### src/rtl/hamming_serial_decoder.sv
// -----------------------------------------------------------------------------
// hamming_serial_decoder
//
// Serial receive-side decoder for the Hamming link. One code bit is sampled
// per clock while din_valid is high, and the bits are assembled LSB-first
// (code position 0 first) into 16-bit extended Hamming (16,11) frames. Each
// completed frame is decoded in the same cycle its last bit arrives. The
// 11 data bits and status flags are registered at that edge.
//
// Build option:
//   HAMMING_DED_EN  defined   -> extended SECDED. Position 0 carries overall
//                                even parity, and double errors are flagged.
//                   undefined -> plain SEC. Position 0 is received but
//                                ignored, err_double is always 0, and any
//                                nonzero syndrome is corrected.
//
// Ports:
//   clk           in   1   single clock, everything on posedge
//   rst           in   1   synchronous active-high reset, highest priority
//   datain        in   1   serial code bit
//   din_valid     in   1   datain/sync are sampled only when high
//   sync          in   1   (qualified by din_valid) current bit is position 0
//   dataout       out  11  decoded data, bit i = code position
//                          {3,5,6,7,9,10,11,12,13,14,15}[i]
//   out_valid     out  1   one-cycle pulse, dataout/flags/syndrome updated
//   err_corrected out  1   single error corrected (incl. position 0)
//   err_double    out  1   uncorrectable double error detected
//   syndrome      out  4   raw syndrome of the frame
//
// Handshake: there is no backpressure. The input side is valid-only, and a
// bit is consumed on every posedge where din_valid=1. The output side is
// valid-only, and out_valid pulses for exactly one cycle per completed frame.
// The registered data and flags then hold until the next pulse or reset.
// -----------------------------------------------------------------------------
module hamming_serial_decoder (
    input  logic        clk,
    input  logic        rst,
    input  logic        datain,
    input  logic        din_valid,
    input  logic        sync,
    output logic [10:0] dataout,
    output logic        out_valid,
    output logic        err_corrected,
    output logic        err_double,
    output logic [3:0]  syndrome
);

    // Code positions that carry data. Entry k feeds dataout[k].
    localparam logic [3:0] DATA_POS [11] = '{
        4'd3, 4'd5, 4'd6, 4'd7, 4'd9, 4'd10, 4'd11, 4'd12, 4'd13, 4'd14, 4'd15
    };

    // -------------------------------------------------------------------------
    // Accumulator
    // -------------------------------------------------------------------------
    // Only positions 1..14 are stored here. Position 15 is taken straight
    // from datain when the frame completes. Position 0 is stored only when
    // the parity bit is actually used.
    logic [3:0]  pos;
    logic [14:1] acc;
`ifdef HAMMING_DED_EN
    logic        bit0;
`endif

    logic frame_done;
    logic [15:1] code;

    // A sync on the position-15 sample restarts the frame instead of
    // completing it, so the frame is only emitted without sync.
    assign frame_done = din_valid && !sync && (pos == 4'd15);
    assign code       = {datain, acc};

    always_ff @(posedge clk) begin
        if (rst) begin
            pos <= 4'd0;
            acc <= '0;
`ifdef HAMMING_DED_EN
            bit0 <= 1'b0;
`endif
        end else if (din_valid) begin
            if (sync) begin
                // This bit becomes position 0, and any partial frame is dropped.
                pos <= 4'd1;
                acc <= '0;
`ifdef HAMMING_DED_EN
                bit0 <= datain;
`endif
            end else begin
                pos <= pos + 4'd1;
                for (int i = 1; i < 15; i++) begin
                    if (pos == 4'(i)) begin
                        acc[i] <= datain;
                    end
                end
`ifdef HAMMING_DED_EN
                if (pos == 4'd0) begin
                    bit0 <= datain;
                end
`endif
            end
        end
    end

    // -------------------------------------------------------------------------
    // Decode, combinational on the frame that completes this cycle
    // -------------------------------------------------------------------------
    logic [3:0]  dec_syn;
    logic [10:0] raw_data;
    logic [10:0] flip_mask;
    logic        do_flip;
    logic        dec_corr;
    logic        dec_double;
    logic [10:0] dec_data;
`ifdef HAMMING_DED_EN
    logic        parity;
`endif

    always_comb begin
        dec_syn    = 4'd0;
        raw_data   = '0;
        flip_mask  = '0;
        do_flip    = 1'b0;
        dec_corr   = 1'b0;
        dec_double = 1'b0;

        // The syndrome is the XOR of the indices of all set bits in positions 1..15.
        for (int i = 1; i < 16; i++) begin
            if (code[i]) begin
                dec_syn = dec_syn ^ 4'(i);
            end
        end

        for (int k = 0; k < 11; k++) begin
            raw_data[k] = code[DATA_POS[k]];
        end

`ifdef HAMMING_DED_EN
        parity = bit0 ^ (^code);
        if (dec_syn != 4'd0 && parity) begin
            do_flip  = 1'b1;
            dec_corr = 1'b1;
        end else if (dec_syn == 4'd0 && parity) begin
            // The parity bit itself is wrong, so the data is already good.
            dec_corr = 1'b1;
        end else if (dec_syn != 4'd0 && !parity) begin
            dec_double = 1'b1;
        end
`else
        if (dec_syn != 4'd0) begin
            do_flip  = 1'b1;
            dec_corr = 1'b1;
        end
`endif

        // A flip on a check position (1,2,4,8) matches no data entry and
        // leaves the data unchanged.
        if (do_flip) begin
            for (int k = 0; k < 11; k++) begin
                if (DATA_POS[k] == dec_syn) begin
                    flip_mask[k] = 1'b1;
                end
            end
        end

        dec_data = raw_data ^ flip_mask;
    end

    // -------------------------------------------------------------------------
    // Output registers
    // -------------------------------------------------------------------------
    always_ff @(posedge clk) begin
        if (rst) begin
            dataout       <= '0;
            out_valid     <= 1'b0;
            err_corrected <= 1'b0;
            err_double    <= 1'b0;
            syndrome      <= 4'd0;
        end else begin
            out_valid <= frame_done;
            if (frame_done) begin
                dataout       <= dec_data;
                err_corrected <= dec_corr;
                err_double    <= dec_double;
                syndrome      <= dec_syn;
            end
        end
    end

endmodule

### config.mk
export PLATFORM = sky130hd
export DESIGN_NAME = hamming_serial_decoder
export DESIGN_NICKNAME = d
export VERILOG_FILES = /design/src/rtl/hamming_serial_decoder.sv
export SDC_FILE = /design/constraint.sdc
export NUM_CORES = 1
export LEC_CHECK = 0
export CORE_AREA = 2 2 67 69
export DETAILED_ROUTE_END_ITERATION = 8
export DIE_AREA = 0 0 69 71
export HOLD_SLACK_MARGIN = 0.12
export PLACE_DENSITY = 0.76
export SYNTH_ARGS = -nofsm -noshare
export SYNTH_HDL_FRONTEND = slang
export SYNTH_SLANG_ARGS = --single-unit
### constraint.sdc
create_clock -name clk -period 2 [get_ports clk]
set_input_delay 0.4 -clock clk [delete_from_list [all_inputs] [get_ports clk]]
set_output_delay 0.4 -clock clk [all_outputs]
set_load 0.005 [all_outputs]
==> After elaboration in Yosys (flattened, before gate mapping) <==
Cells that the tools add are included.
{ "word_totals": {"register_bits": 35, "inputBits": 5, "output_inout_bits": 18, "elab_cells": 137} }
{ "op_classes": {"add_sub_neg": 1, "n_eq_ne": 26, "muxes": 44, "bitwise": 15, "reduce_logical": 32} }
{ "ops": {"columns": ["op", "n"], "rows": [
  ["4-bit 2-to-1 mux", 9],
  ["4-bit equality test (second input constant)", 8],
  ["4-bit equality test (first input constant)", 7],
  ["2-bit AND reduction", 14],
  ["2-bit nonzero test", 14],
  ["1-bit 2-to-1 mux", 27],
  ["4-bit by 3-bit equality test with 1-bit output (second input constant)", 4],
  ["14-bit 2-to-1 mux", 1],
  ["3-bit by 4-bit equality test with 1-bit output (first input constant)", 3],
  ["3-bit 2-to-1 mux", 4],
  ["2-bit inverter", 6],
  ["3-bit inverter", 4],
  ["11-bit 2-to-1 mux", 1],
  ["11-bit bitwise XOR", 1],
  ["4-bit by 2-bit equality test with 1-bit output (second input constant)", 2],
  ["4-bit by 1-bit adder with 4-bit output (second input constant)", 1],
  ["2-bit by 4-bit equality test with 1-bit output (first input constant)", 1],
  ["4-bit by 1-bit equality test with 1-bit output (second input constant)", 1],
  ["2-bit 2-to-1 mux", 2],
  ["4-bit inverter", 1],
  ["4-bit nonzero test", 1],
  ["1-bit inverter (first input constant)", 3],
  ["1-bit logical AND", 2],
  ["1-bit logical NOT", 1]
]} }

==> Longest topological paths before layout <==
Gate-level depths: netlist of run 1.
{ "logic_depth": {"ltp_word": 30, "mapped_depth": 7, "ltp_nobuf": 6} }

==> Worst setup path before layout of run 1 <==
No wires, ideal clock.
{ "synth_timing": {"path_type": "reg-to-reg", "startpoint": "register acc[12] (netlist name)", "endpoint": "register dataout[1]", "setup_time_ps": 86, "arrival_ps": 1793, "t_required_ps": 1914, "path_slack_ps": 122, "stages_incl_launch_ff": 7, "path_buffers": 0, "synth_period_minus_slack_ps": 1878, "cell_sequence": "dfxtp_1 xor3_2 xnor2_2 nor3_1 o22ai_1 xor2_1 a211oi_1"} }
{ "synth_between": {"elab_chain_cells": 11, "elab_cells_between_ends": 13, "classes_between": "1 x eq/ne; 7 x mux; 4 x bitwise; 1 x reduce/logical"} }
{ "synth_rtl": {"columns": ["element", "line_no", "rtl"], "rows": [
  ["from (decl)", "60", "logic [14:1] acc;"],
  ["from (signal, indexed assignment)", "92", "acc[i] <= datain;"],
  ["4-bit 2-to-1 mux *", "128", "if (code[i]) begin"],
  ["3-bit inverter (no source line)", null, null],
  ["4-bit 2-to-1 mux *", "128", null],
  ["3-bit inverter (no source line)", null, null],
  ["4-bit 2-to-1 mux *", "128", null],
  ["4-bit inverter (no source line)", null, null],
  ["4-bit 2-to-1 mux *", "128", null],
  ["3-bit by 4-bit equality test with 1-bit output / 4-bit nonzero test (equally long branches)", "159, 149", null],
  ["1-bit 2-to-1 mux, on equally long branches", "159, 149", null],
  ["11-bit 2-to-1 mux *", "157", "if (do_flip) begin"],
  ["11-bit bitwise XOR *", "165", "dec_data = raw_data ^ flip_mask;"],
  ["to (signal assigned)", "181", "dataout <= dec_data;"],
  ["to (decl)", "41", "output logic [10:0] dataout,"]
]} }
Mark *: on every way between the ends. The rest lies on a longest branch, timed or not.
A chain may end at the register's enable or synchronous reset.

==> Worst setup path after layout of run 1 <==
{ "layout_timing": {"startpoint": "register acc[6] (netlist name)", "endpoint": "register dataout[2]"} }
{ "layout_between": {"elab_chain_cells": 19, "elab_cells_between_ends": 23, "classes_between": "1 x eq/ne; 13 x mux; 8 x bitwise; 1 x reduce/logical"} }
{ "layout_rtl": {"columns": ["element", "line_no"], "rows": [
  ["3-bit 2-to-1 mux", "128"],
  ["3-bit inverter (no source line)", null],
  ["3-bit 2-to-1 mux", "128"],
  ["4-bit 2-to-1 mux (2 in series)", "128"],
  ["2-bit inverter (no source line) / 4-bit 2-to-1 mux (equally long branches)", null],
  ["4-bit 2-to-1 mux", "128"],
  ["3-bit inverter (no source line) / 2-bit inverter (equally long branches)", null],
  ["4-bit 2-to-1 mux", "128"],
  ["[... 2 more ...]", null],
  ["3-bit inverter (no source line)", null],
  ["4-bit 2-to-1 mux", "128"],
  ["4-bit inverter (no source line)", null],
  ["4-bit 2-to-1 mux", "128"],
  ["3-bit by 4-bit equality test with 1-bit output / 4-bit nonzero test (equally long branches)", "159, 149"],
  ["1-bit 2-to-1 mux, on equally long branches", "159, 149"],
  ["11-bit 2-to-1 mux", "157"],
  ["11-bit bitwise XOR *", "165"]
]} }
Marked as above.

==> results of run 1 <==
## worst min-delay path: stages, from the launching register on
cell and delay (ps):
dfxtp_1 310, nor2_1 90, a211oi_1 50
## metrics by stage
step	setup slack [ps]	area, sq um	hold WS (ps)
after floorplan	121.7	2043	464.8
after global placement	-544.1	2587	485.8
after detailed placement	-531.2	2587	484.7
after CTS	2.508	2804	500.5
after global routing	-166.7	3034	516.5
final	-82.93	3034	497.9
## state kept, by name, indices dropped and copies added, names as in the netlist
| register | cells |
|---|---|
| acc | 14 |
| dataout | 11 |
| pos | 4 |
| syndrome | 4 |
| err_corrected | 1 |
| out_valid | 1 |
## metal layers
metal / wire length [microns] / up-vias / part of all wire / global-route usage
li1: - / 938 / - / -
met1: 2252 / 904 / 0.39 / 0.2522
met2: 3105 / 66 / 0.53 / 0.3654
met3: 261 / 21 / 0.045 / 0.04986
met4: 187 / 0 / 0.032 / 0.1024
met5: 0 / - / 0 / 0
## where the power goes
part	total, mW	internal, mW	leakage, nW	switching (mW)
registers	0.720	0.706	0.286	0.0137
clock network	0.572	0.314	0.0515	0.258
logic	0.510	0.236	0.878	0.274
total	1.80	1.26	1.22	0.545
## what timing repair did
| item | in CTS | in global routing |
|---|---|---|
| pin swaps | 4 | 29 |
| buffers inserted | 4 | 4 |
| endpoints found under the setup margin | 14 | 12 |
| gates resized for setup | 14 | 38 |
| hold buffers | 0 | 0 |
## kinds of logic after synthesis
logic type,after synthesis
and+or+nand+nor,74
DFF,35
adders and majority gates,4
buffers and inverters,18
xor gates and xnor gates,37
other,1
AOI/OAI and AO/OA,48
muxes,12
## synthesized netlist by cell type (all sizes together)
library cell / n
nor2b: 1
a2bb2oi: 1
nand2: 11
xnor3: 2
nand3: 1
a311oi: 3
dfxtp: 35
ha: 4
and2: 1
nor2: 35
xnor2: 16
and3: 4
o31ai: 1
conb: 1
nor4: 1
inv: 5
xor2: 18
xor3: 1
clkbuf: 11
o21ai: 13
nor3: 19
a31oi: 3
mux2i: 12
a211oi: 13
a32oi: 3
buf: 2
o22ai: 11
nand4: 1
## worst max-delay path by stage
stage,from,endpoint,slack (ps),depth (start not counted)
global route,acc[6]$_SDFFE_PP0P_,dataout[2]$_SDFFE_PP0P_,-170,7
CTS,acc[3]$_SDFFE_PP0P_,dataout[0]$_SDFFE_PP0P_,3,6
global placement,datain,dataout[1]$_SDFFE_PP0P_,-540,7
detailed placement,datain,dataout[0]$_SDFFE_PP0P_,-530,8
floorplan,acc[12]$_SDFFE_PP0P_,dataout[1]$_SDFFE_PP0P_,120,6
finish,acc[6]$_SDFFE_PP0P_,dataout[2]$_SDFFE_PP0P_,-80,7
## layout make-up
cell class / instances / area share
Sequential cell: 35 / 0.2342
Timing Repair Buffer: 68 / 0.1946
Tap cell: 52 / 0.02144
Multi-Input combinational cell: 176 / 0.5105
Inverter: 5 / 0.006186
Clock buffer: 8 / 0.03299
==> reports/metrics.csv, run 1 <==
stage;metric;value;unit
run;cap_violations;0;
detailed_routing;drt-vias-per-instance;5.608;
synthesis;yosysWarnings;0;
critical_path;slowest_stage;xnor3_2;
synthesis;synth_compound_area_frac;0.1562;
pwr;power;1.802;mW
synthesis;syn-cell-area;0.002043;sq mm
clocking;htreeDepth;2;
synthesis;synth_seq_area_share;0.3429;
critical_path;cp_num_buf_inv;1;
detailed_routing;route.detailed.drc;0;
global_routing;antenna_found_initial;0;
synthesis;synth.avg_cell_area;8.922;sq um
sta;setup_viol;5;
synthesis;synth_xor_area_frac;0.1947;
sta;fmax;0.4801;GHz
floorplan;dieArea;0.004899;sq mm
finish;seq_area;710.7;sq um
outcome;violations;setup timing;
critical_path;r2r_cells;7;
clocking;worstSkewPairLatency;290;ps
synthesis;syn-num-nets;238;
synthesis;synth_top_area_share;0.3429;
floorplan;die_h;71;microns
synthesis;synth_cell_types;33;
detailed_routing;vias;1929;
floorplan;core;0.004204;sq mm
synthesis;synth_area_leaders;dfxtp_1 (34%), xor2_1 (7.3%), nor2_1 (6.4%), mux2i_1 (5.9%), xnor2_1 (5.6%);
synthesis;synth_top_family_by_area;XOR/XNOR gates;
global_routing;grt_usage;0.2130;
critical_path;critPathTopFamily;XOR/XNOR gates;
finish;final_util;0.7217;
critical_path;r2r-end;dataout[2]$_SDFFE_PP0P_;
sta;rsz0062_at_grt;yes;
clocking;clockRootBuffer;clkbuf_8;
finish;drive_gt1_frac;0.3527;
clocking;cts_buffers;5;
finish;layout.cells.non_filler;344;
sta;setup_slack;-82.93;ps
sta;period_needed;2083;ps
floorplan;start_util;0.4860;
min_path;hp-class;reg -> reg;
place;dp_hpwl;3602;microns
critical_path;worstPathMaxFanout;5;
detailed_routing;drt_iter0_drc;137;
synthesis;synthSimpleGateAreaFrac;0.1855;
detailed_routing;dr.pass1.iters;4;
detailed_routing;ant_nets;0;
critical_path;slowest_delay;500;ps
finish;antennaDiodeCount;0;
sta;timing.final.hold_violations;0;
synthesis;muxShareOfSynthArea;0.05879;
detailed_routing;routedWlPerCell;16.88;microns
floorplan;dieWidth;69;microns
critical_path;crit_type;reg -> reg;
critical_path;arrival;2290;ps
critical_path;crit_path_start_kind;flop;
critical_path;crit_chain;xnor2_2, buf_4, xnor3_2, nor3_4, o22ai_1, xor2_1, a211oi_2;
sta;fin_skew;4.212;ps
global_routing;grt_pass1_vias;1704;
place;port_buffers;21;
global_routing;grt_pass1_wl;8121;microns
synthesis;yosys_register_bits;35;
finish;mostFrequentLayoutCell;buf_4;
finish;filler_cell_count;286;
min_path;hold_path_depth;2;
pwr;total_leakage_power;1.216;nW
critical_path;worstPathRequired;2210;ps
critical_path;reg2reg_slack;-80;ps
critical_path;r2r-start;acc[6]$_SDFFE_PP0P_;
clocking;clkSinkCount;35;
clocking;path_clk_slew;70;ps
place;dp_cells;328;
clocking;cts_max_path_buffers;2;
place;gp_congestion;0.9005;
global_routing;grt_max_degree;36;
min_path;hold_path_end;dataout[5]$_SDFFE_PP0P_;
finish;areaGrowthSynthToFinish;48.50;%
global_routing;grt-ovfl-total;0;
floorplan;row_count;24;
synthesis;yosysTopAreaCell;dfxtp_1;
synthesis;synth_fa_ha_area_frac;0.02449;
clocking;cts_tree;done;
critical_path;end_kind;flop;
sta;layout_worst_path_cycle_share;1.041;
finish;nNetsFinal;300;
floorplan;io_pins;23;
finish;mostFrequentLayoutCells;buf_4 (44), nor2_1 (35), dfxtp_1 (29);
detailed_routing;wl;5806;microns
sta;tns;-189.1;ps
pwr;cellPowerDensity;593.8;mW/mm^2
outcome;status;complete, but fails checks;
pwr;vdd.ir_drop.worst;0.0003345;V
sta;slew_violations;0;
finish;multi_input_area;0.001549;sq mm
min_path;min_from;dataout[5]$_SDFFE_PP0P_;
synthesis;synthCells;229;
No activity file was read; power rests on OpenSTA's default activity.
==> run 2: changes to the inputs <==
--- a/config.mk
+++ b/config.mk
@@ -10,6 +10,7 @@
 export DIE_AREA = 0 0 69 71
 export HOLD_SLACK_MARGIN = 0.12
 export PLACE_DENSITY = 0.76
+export SLEW_MARGIN = 5
 export SYNTH_ARGS = -nofsm -noshare
 export SYNTH_HDL_FRONTEND = slang
 export SYNTH_SLANG_ARGS = --single-unit
==> results of run 2 <==
Same layout as run 1: the final DEF is identical, and so are final timing and power.
